--- src/rtl/vc_rr_arbiter_pkg.sv ---
// vc_rr_arbiter_pkg
// Shared definitions for the class-FIFO round-robin arbiter slice:
// datapath widths, the arbiter state encoding and a one-hot helper.
package vc_rr_arbiter_pkg;

    localparam int DATA_SIZE = 10;  // word width of all FIFO data
    localparam int NUM_IN    = 4;   // upstream FIFO count (grant index is 2 bits)
    localparam int COUNT_W   = 8;   // per-input pop counter width
    localparam int GRANT_W   = 2;   // width of a grant index

    typedef enum logic [1:0] {
        ST_IDLE   = 2'd0,
        ST_ACTIVE = 2'd1,
        ST_PAUSE  = 2'd2
    } arb_state_e;

    // Convert a grant index into the one-hot pop strobe pattern.
    function automatic logic [NUM_IN-1:0] idx_to_onehot(input logic [GRANT_W-1:0] idx);
        logic [NUM_IN-1:0] oh;
        oh      = '0;
        oh[idx] = 1'b1;
        return oh;
    endfunction

endpackage

--- src/rtl/vc_rr_arbiter_rr_pick4.sv ---
// rr_pick4
// Combinational 4-way round-robin priority picker. The search starts one
// position above last_grant and wraps, so the previous winner has the
// lowest priority.
// Ports:
//   eligible    in  [3:0]  request vector
//   last_grant  in  [1:0]  index of the previous winner
//   grant_valid out        some input was eligible
//   grant_idx   out [1:0]  winning index (last_grant when none)
module rr_pick4
    import vc_rr_arbiter_pkg::*;
(
    input  logic [3:0]         eligible,
    input  logic [GRANT_W-1:0] last_grant,
    output logic               grant_valid,
    output logic [GRANT_W-1:0] grant_idx
);

    logic [GRANT_W-1:0] cand_s;

    // Walk offsets 1..4 from last_grant; the first eligible candidate wins.
    always_comb begin
        grant_valid = 1'b0;
        grant_idx   = last_grant;
        cand_s      = last_grant;
        for (int k = 1; k <= 4; k++) begin
            cand_s = last_grant + GRANT_W'(k);
            if (!grant_valid && eligible[cand_s]) begin
                grant_valid = 1'b1;
                grant_idx   = cand_s;
            end else begin
                grant_valid = grant_valid;
            end
        end
    end

endmodule

--- src/rtl/vc_rr_arbiter.sv ---
// vc_rr_arbiter
// Pops four upstream class FIFOs in round-robin order and forwards each
// popped word to one downstream FIFO a cycle later, honouring downstream
// back-pressure, collecting error flags and counting pops per input.
// Ports:
//   clk, reset          clock and synchronous active-high reset
//   fifo_empty/error    per-FIFO status from the upstream FIFOs
//   data_out_pop        upstream words, FIFO i at [i*DATA_SIZE +: DATA_SIZE]
//   read                registered one-hot pop strobe
//   down_almost_full    downstream pause request
//   down_error          downstream error flag
//   write/data_in_push  downstream push strobe and word
//   arb_state           current state (debug)
//   arb_error           sticky error flag
//   cnt_sel/cnt_out     pop counter readback
module vc_rr_arbiter
    import vc_rr_arbiter_pkg::*;
(
    input  logic                        clk,
    input  logic                        reset,
    input  logic [NUM_IN-1:0]           fifo_empty,
    input  logic [NUM_IN-1:0]           fifo_error,
    input  logic [NUM_IN*DATA_SIZE-1:0] data_out_pop,
    output logic [NUM_IN-1:0]           read,
    input  logic                        down_almost_full,
    input  logic                        down_error,
    output logic                        write,
    output logic [DATA_SIZE-1:0]        data_in_push,
    output logic [1:0]                  arb_state,
    output logic                        arb_error,
    input  logic [GRANT_W-1:0]          cnt_sel,
    output logic [COUNT_W-1:0]          cnt_out
);

    arb_state_e          state_q, state_d;
    logic [NUM_IN-1:0]   read_q, read_d;
    logic [GRANT_W-1:0]  last_grant_q, last_grant_d;
    logic                pend_valid_q, pend_valid_d;
    logic [GRANT_W-1:0]  pend_idx_q, pend_idx_d;
    logic [DATA_SIZE-1:0] hold_q, hold_d;
    logic                err_q, err_d;
    logic [COUNT_W-1:0]  cnt_q [NUM_IN];
    logic [COUNT_W-1:0]  cnt_d [NUM_IN];

    logic [NUM_IN-1:0]    eligible_s;
    logic                 grant_valid_s;
    logic [GRANT_W-1:0]   grant_idx_s;
    logic [DATA_SIZE-1:0] pop_word_s;

    // The FIFO being popped right now still shows its stale empty flag,
    // so it sits out one cycle to avoid an underflow.
    assign eligible_s = ~fifo_empty & ~read_q;

    rr_pick4 u_pick (
        .eligible    (eligible_s),
        .last_grant  (last_grant_q),
        .grant_valid (grant_valid_s),
        .grant_idx   (grant_idx_s)
    );

    // Next-state selection: pause outranks any grant.
    always_comb begin
        state_d = ST_IDLE;
        if (down_almost_full) begin
            state_d = ST_PAUSE;
        end else if (grant_valid_s) begin
            state_d = ST_ACTIVE;
        end else begin
            state_d = ST_IDLE;
        end
    end

    // Grant issue: a read is raised only together with entry into ACTIVE.
    always_comb begin
        read_d       = '0;
        last_grant_d = last_grant_q;
        if (state_d == ST_ACTIVE) begin
            read_d       = idx_to_onehot(grant_idx_s);
            last_grant_d = grant_idx_s;
        end else begin
            read_d       = '0;
            last_grant_d = last_grant_q;
        end
    end

    // Push path: the word returned for the previous pop is forwarded,
    // otherwise the output keeps the last forwarded word.
    always_comb begin
        pend_valid_d = |read_q;
        pend_idx_d   = last_grant_q;  // equals the index of read_q when it is set
        pop_word_s   = data_out_pop[pend_idx_q*DATA_SIZE +: DATA_SIZE];
        if (pend_valid_q) begin
            hold_d = pop_word_s;
        end else begin
            hold_d = hold_q;
        end
    end

    // Sticky error and per-input pop counters.
    always_comb begin
        err_d = err_q | (|fifo_error) | down_error | (|(read_q & fifo_empty));
        for (int i = 0; i < NUM_IN; i++) begin
            if (read_q[i]) begin
                cnt_d[i] = cnt_q[i] + COUNT_W'(1);
            end else begin
                cnt_d[i] = cnt_q[i];
            end
        end
    end

    // State and datapath registers with synchronous reset.
    always_ff @(posedge clk) begin
        if (reset) begin
            state_q      <= ST_IDLE;
            read_q       <= '0;
            last_grant_q <= GRANT_W'(NUM_IN - 1);
            pend_valid_q <= 1'b0;
            pend_idx_q   <= '0;
            hold_q       <= '0;
            err_q        <= 1'b0;
            for (int i = 0; i < NUM_IN; i++) begin
                cnt_q[i] <= '0;
            end
        end else begin
            state_q      <= state_d;
            read_q       <= read_d;
            last_grant_q <= last_grant_d;
            pend_valid_q <= pend_valid_d;
            pend_idx_q   <= pend_idx_d;
            hold_q       <= hold_d;
            err_q        <= err_d;
            for (int i = 0; i < NUM_IN; i++) begin
                cnt_q[i] <= cnt_d[i];
            end
        end
    end

    assign read         = read_q;
    assign write        = pend_valid_q;
    assign data_in_push = pend_valid_q ? pop_word_s : hold_q;
    assign arb_state    = state_q;
    assign arb_error    = err_q;
    assign cnt_out      = cnt_q[cnt_sel];

endmodule

--- config.mk ---
export PLATFORM = sky130hd
export DESIGN_NAME = vc_rr_arbiter
export DESIGN_NICKNAME = d
export VERILOG_FILES = /design/src/rtl/vc_rr_arbiter_pkg.sv /design/src/rtl/vc_rr_arbiter_rr_pick4.sv /design/src/rtl/vc_rr_arbiter.sv
export SDC_FILE = /design/constraint.sdc
export NUM_CORES = 1
export LEC_CHECK = 0
export CAP_MARGIN = 40
export CORE_ASPECT_RATIO = 1.2
export CORE_MARGIN = 3
export CORE_UTILIZATION = 42
export DETAILED_ROUTE_END_ITERATION = 10
export PLACE_DENSITY = 0.79
export SYNTH_ARGS = -nofsm -noshare
export SYNTH_HDL_FRONTEND = slang
export SYNTH_SLANG_ARGS = --single-unit
--- constraint.sdc ---
create_clock -name clk -period 1.5 [get_ports clk]
set_input_delay 0.3 -clock clk [delete_from_list [all_inputs] [get_ports clk]]
set_output_delay 0.3 -clock clk [all_outputs]
set_load 0.01 [all_outputs]
==> summary.md <==
| Metric | Value |
|---|---|
| # IOs | 80 |
| Max rail drop VDD | 544.6 uV |
| Yosys cell types | 40 |
| Crit path arrival time | 1.77 ns |
| Final GP Congestion | 0.8241 |
| Core area | a little under 6000 um^2 |
| Clock Path Buffers | 2 |
| Post-synth EDFFs | 0 |
| Critical Path RT | ~1.2 ns |
| Number of max-cap violations | 0 |
| Std cell rows | 30 |
| HP Class | in2reg |
| Max incr delay on CP | 0.52 ns |
| Pre-antenna DRT Iters | 4 |
| CTS tree | done |
| Asr flop ratio synth | 0 |
| Top Metal Used | met4 |
| Sequential share of the synthesized area | 0.4140 |
| Synthesized area | 2611 um^2 |
| Final Non-Filler Cells | 454 |
| Clk_skew | 0.006423 ns |
| Die Area | 7203 um^2 |
| Worst slew pin tran | a little under 0.6 ns |
| Post-Synthesis Cells | 248 |
| Num CTS Buffers | 5 |
| Worst Setup Start Kind | register |
| Net Count, Synth | 306 |
| Min cycle time layout | 2.068 ns |
| Clk root buf | clkbuf_8 |
| Critical Path Fanout Max | 5 |
| Max-slew violations | 0 |
| Cts hold-fix bufs | 0 |
| Cell Chain, Critical Path | buf_12 > mux4_2 > mux2_4 > buf_6 |
| P per Cell Area | 751.2 nW/um^2 |
| Vias in the first global route | 2386 |
| Count of final hold-check violations | 0 |
| Synthesis-stage register bit count | between 50 and 60 |
| Leak | 1.731 nW |
| Reg clk slew, reported paths | ~0.09 ns |
| Buf/Inv on CP | 2 |
| Total number of vias | 2378 |
| Synth Flop Type | dfxtp_1 |
| CTS H-tree lvls | 2 |
| Routed Antenna Nets | 0 |
| Met1 WL | 2.961 mm |
| Port buffer count | just under 80 |
| Fin worst setup slack | -0.5678 ns |
| Wirelength per Cell | around 17 um |
| Inst Count DP | 438 |
| Syn Area/Cell | roughly 11 um^2 |
| Slowest-stage cell, CP | mux4_2 |
| Crit. End Element | primary output |
| WL met3 | 456 um |
| Outcome | complete, but fails checks |
| Clk sink count | 54 |
| CP delay by family, top | multiplexers |
| Initial antenna violation count | 0 |
| RSZ-0062 raised after global routing | true |
| Total Wirelength | 7.560 mm |
| Slew HR | 0.6156 |
| First-pass GRT wire length | 11.79 mm |
| Largest net degree at the start of global routing | 29 |
| Yosys warns | 0 |
| Fmax | 483.6 MHz |
| Residual DRC count | 0 |
| Detailed route wirelength on metal2 | 4.069 mm |
| Share of post-route cells with drive strength above 1 | 0.3797 |
| Synthesis-to-finish area growth | 59.94% |
| Latest clock arrival within the worst-skew pair | about 0.3 ns |
| Die W | 77.98 um |
| NumNets Final | 432 |
| Final setup viols | 28 |
| # diodes | 0 |
| Failing checks | setup timing |
| Initial drt markers | 97 |
| Vias per inst | 5.238 |
| Initial Util | 0.4459 |
| Worst setup path category | reg2out |
| Final core utilization | 0.7132 |
| Gr ovfl total | 0 |
| DPL Wire Length | about 5.4 mm |
| Die Ht | 92.38 um |
| Fin crit share | 1.379 |
| Total track usage | 0.2069 |
## placed cells by master, fill, tap and decap left out, types with 9 or more instances in the layout
cell,n
xor2_1,16
mux2_4,10
a21oi_1,9
clkdlybuf4s50_1,48
nand4_1,12
buf_4,45
nand2_1,12
mux4_2,18
buf_6,21
dfxtp_2,16
nor2_1,29
dfxtp_1,36
## worst register-to-register path, delay by kind of cell (launching register included)
| kind | cells | cell delay (ns) |
|---|---|---|
| AND/OR/NAND/NOR | 1 | 0.11 |
| buffers and inverters | 3 | 0.35 |
| multiplexers | 2 | 0.80 |
| flip-flops | 1 | 0.40 |
## state kept, by name, indices dropped and copies added, names as in the netlist
signal,flops
arb_error,1
arb_state,2
cnt_q,32
hold_q,10
last_grant_q,2
pend_idx_q,2
read,4
write,1
## layer usage
| metal | up-vias | GRT usage |
|---|---|---|
| met5 | - | 0 |
| met4 | 0 | 0.04373 |
| met3 | 7 | 0.04475 |
| met2 | 66 | 0.3814 |
| met1 | 1149 | 0.2449 |
| li1 | 1156 | - |
## synthesized netlist by cell type (2+ instances only)
library cell	number	area, um^2
nand4_1	12	75.07
xnor2_1	4	35.03
inv_1	2	7.510
ha_1	4	50.05
xor2_1	16	140.1
nor2b_1	12	75.07
nand2_1	12	45.04
mux2i_1	4	40.04
dfxtp_1	54	1081
nor2_1	31	116.4
buf_1	2	7.510
a21oi_1	9	45.04
mux2_2	10	112.6
a31oi_1	2	12.51
or3_1	8	50.05
o22ai_1	2	12.51
and3_1	5	31.28
mux4_2	18	405.4
buf_2	4	20.02
clkbuf_1	8	30.03
nor4_1	3	18.77
o21ai_0	8	40.04
## final timing paths
check                           startpoint                        to  slack (ns)  cells after the start
hold reg to reg   cnt_q[0][7]$_SDFFE_PP0P_  cnt_q[0][7]$_SDFFE_PP0P_        0.50                      2
setup reg to reg  pend_idx_q[0]$_SDFF_PP0_      hold_q[4]$_SDFF_PP0_       -0.26                      6
hold / removal               fifo_empty[3]      arb_error$_SDFF_PP0_        0.41                      3
setup / recovery  pend_idx_q[0]$_SDFF_PP0_           data_in_push[1]       -0.57                      4
## cells by family (layout without fill, tap and decap cells)
logic type,count (synthesis),count (layout),synth area share
buffers and inverters,18,144,0.03211
adder cells (fa/ha/maj),4,4,0.01917
flip-flops,54,54,0.4140
AO/OA/AOI/OAI,31,31,0.07523
AND/OR/NAND/NOR,89,89,0.1787
multiplexers,32,32,0.2137
XOR/XNOR,20,20,0.06708
## area by class of cell
| type | count | area [um^2] |
|---|---|---|
| clock buffers | 7 | 76.32 |
| fillers | 443 | 1679 |
| inverters | 2 | 7.507 |
| multi-input cells | 176 | 1570 |
| flip-flops and latches | 54 | 1109 |
| well taps | 80 | 100.1 |
| repair buffers | 135 | 1314 |
## metrics by stage
step	hold slack (ns)	setup TNS [ns]	worst slack [ns]	power, mW	cell area (um^2)
after floorplan	0.4501	-0.2711	-0.02711	1.925	2660
after global placement	0.4781	-17.06	-0.7681	2.280	3875
after detailed placement	0.5072	-17.53	-0.7667	2.297	3875
after CTS	0.4180	-6.302	-0.5554	3.086	4028
after global routing	0.4629	-7.771	-0.6225	3.274	4177
final	0.4083	-6.676	-0.5678	3.137	4177
## report_power, final
group | internal, mW | switching [mW]
Combinational | 0.532 | 0.303
Sequential | 1.49 | 0.0469
Clock | 0.323 | 0.445
Total | 2.34 | 0.795
## what timing repair did
action	in CTS	in global routing
pin swaps	0	3
buffers inserted	3	5
setup endpoints to repair	38	36
hold endpoints to repair	0	0
gates resized for setup	120	25
cloned	1	0
No activity file was read; power rests on OpenSTA's default activity.
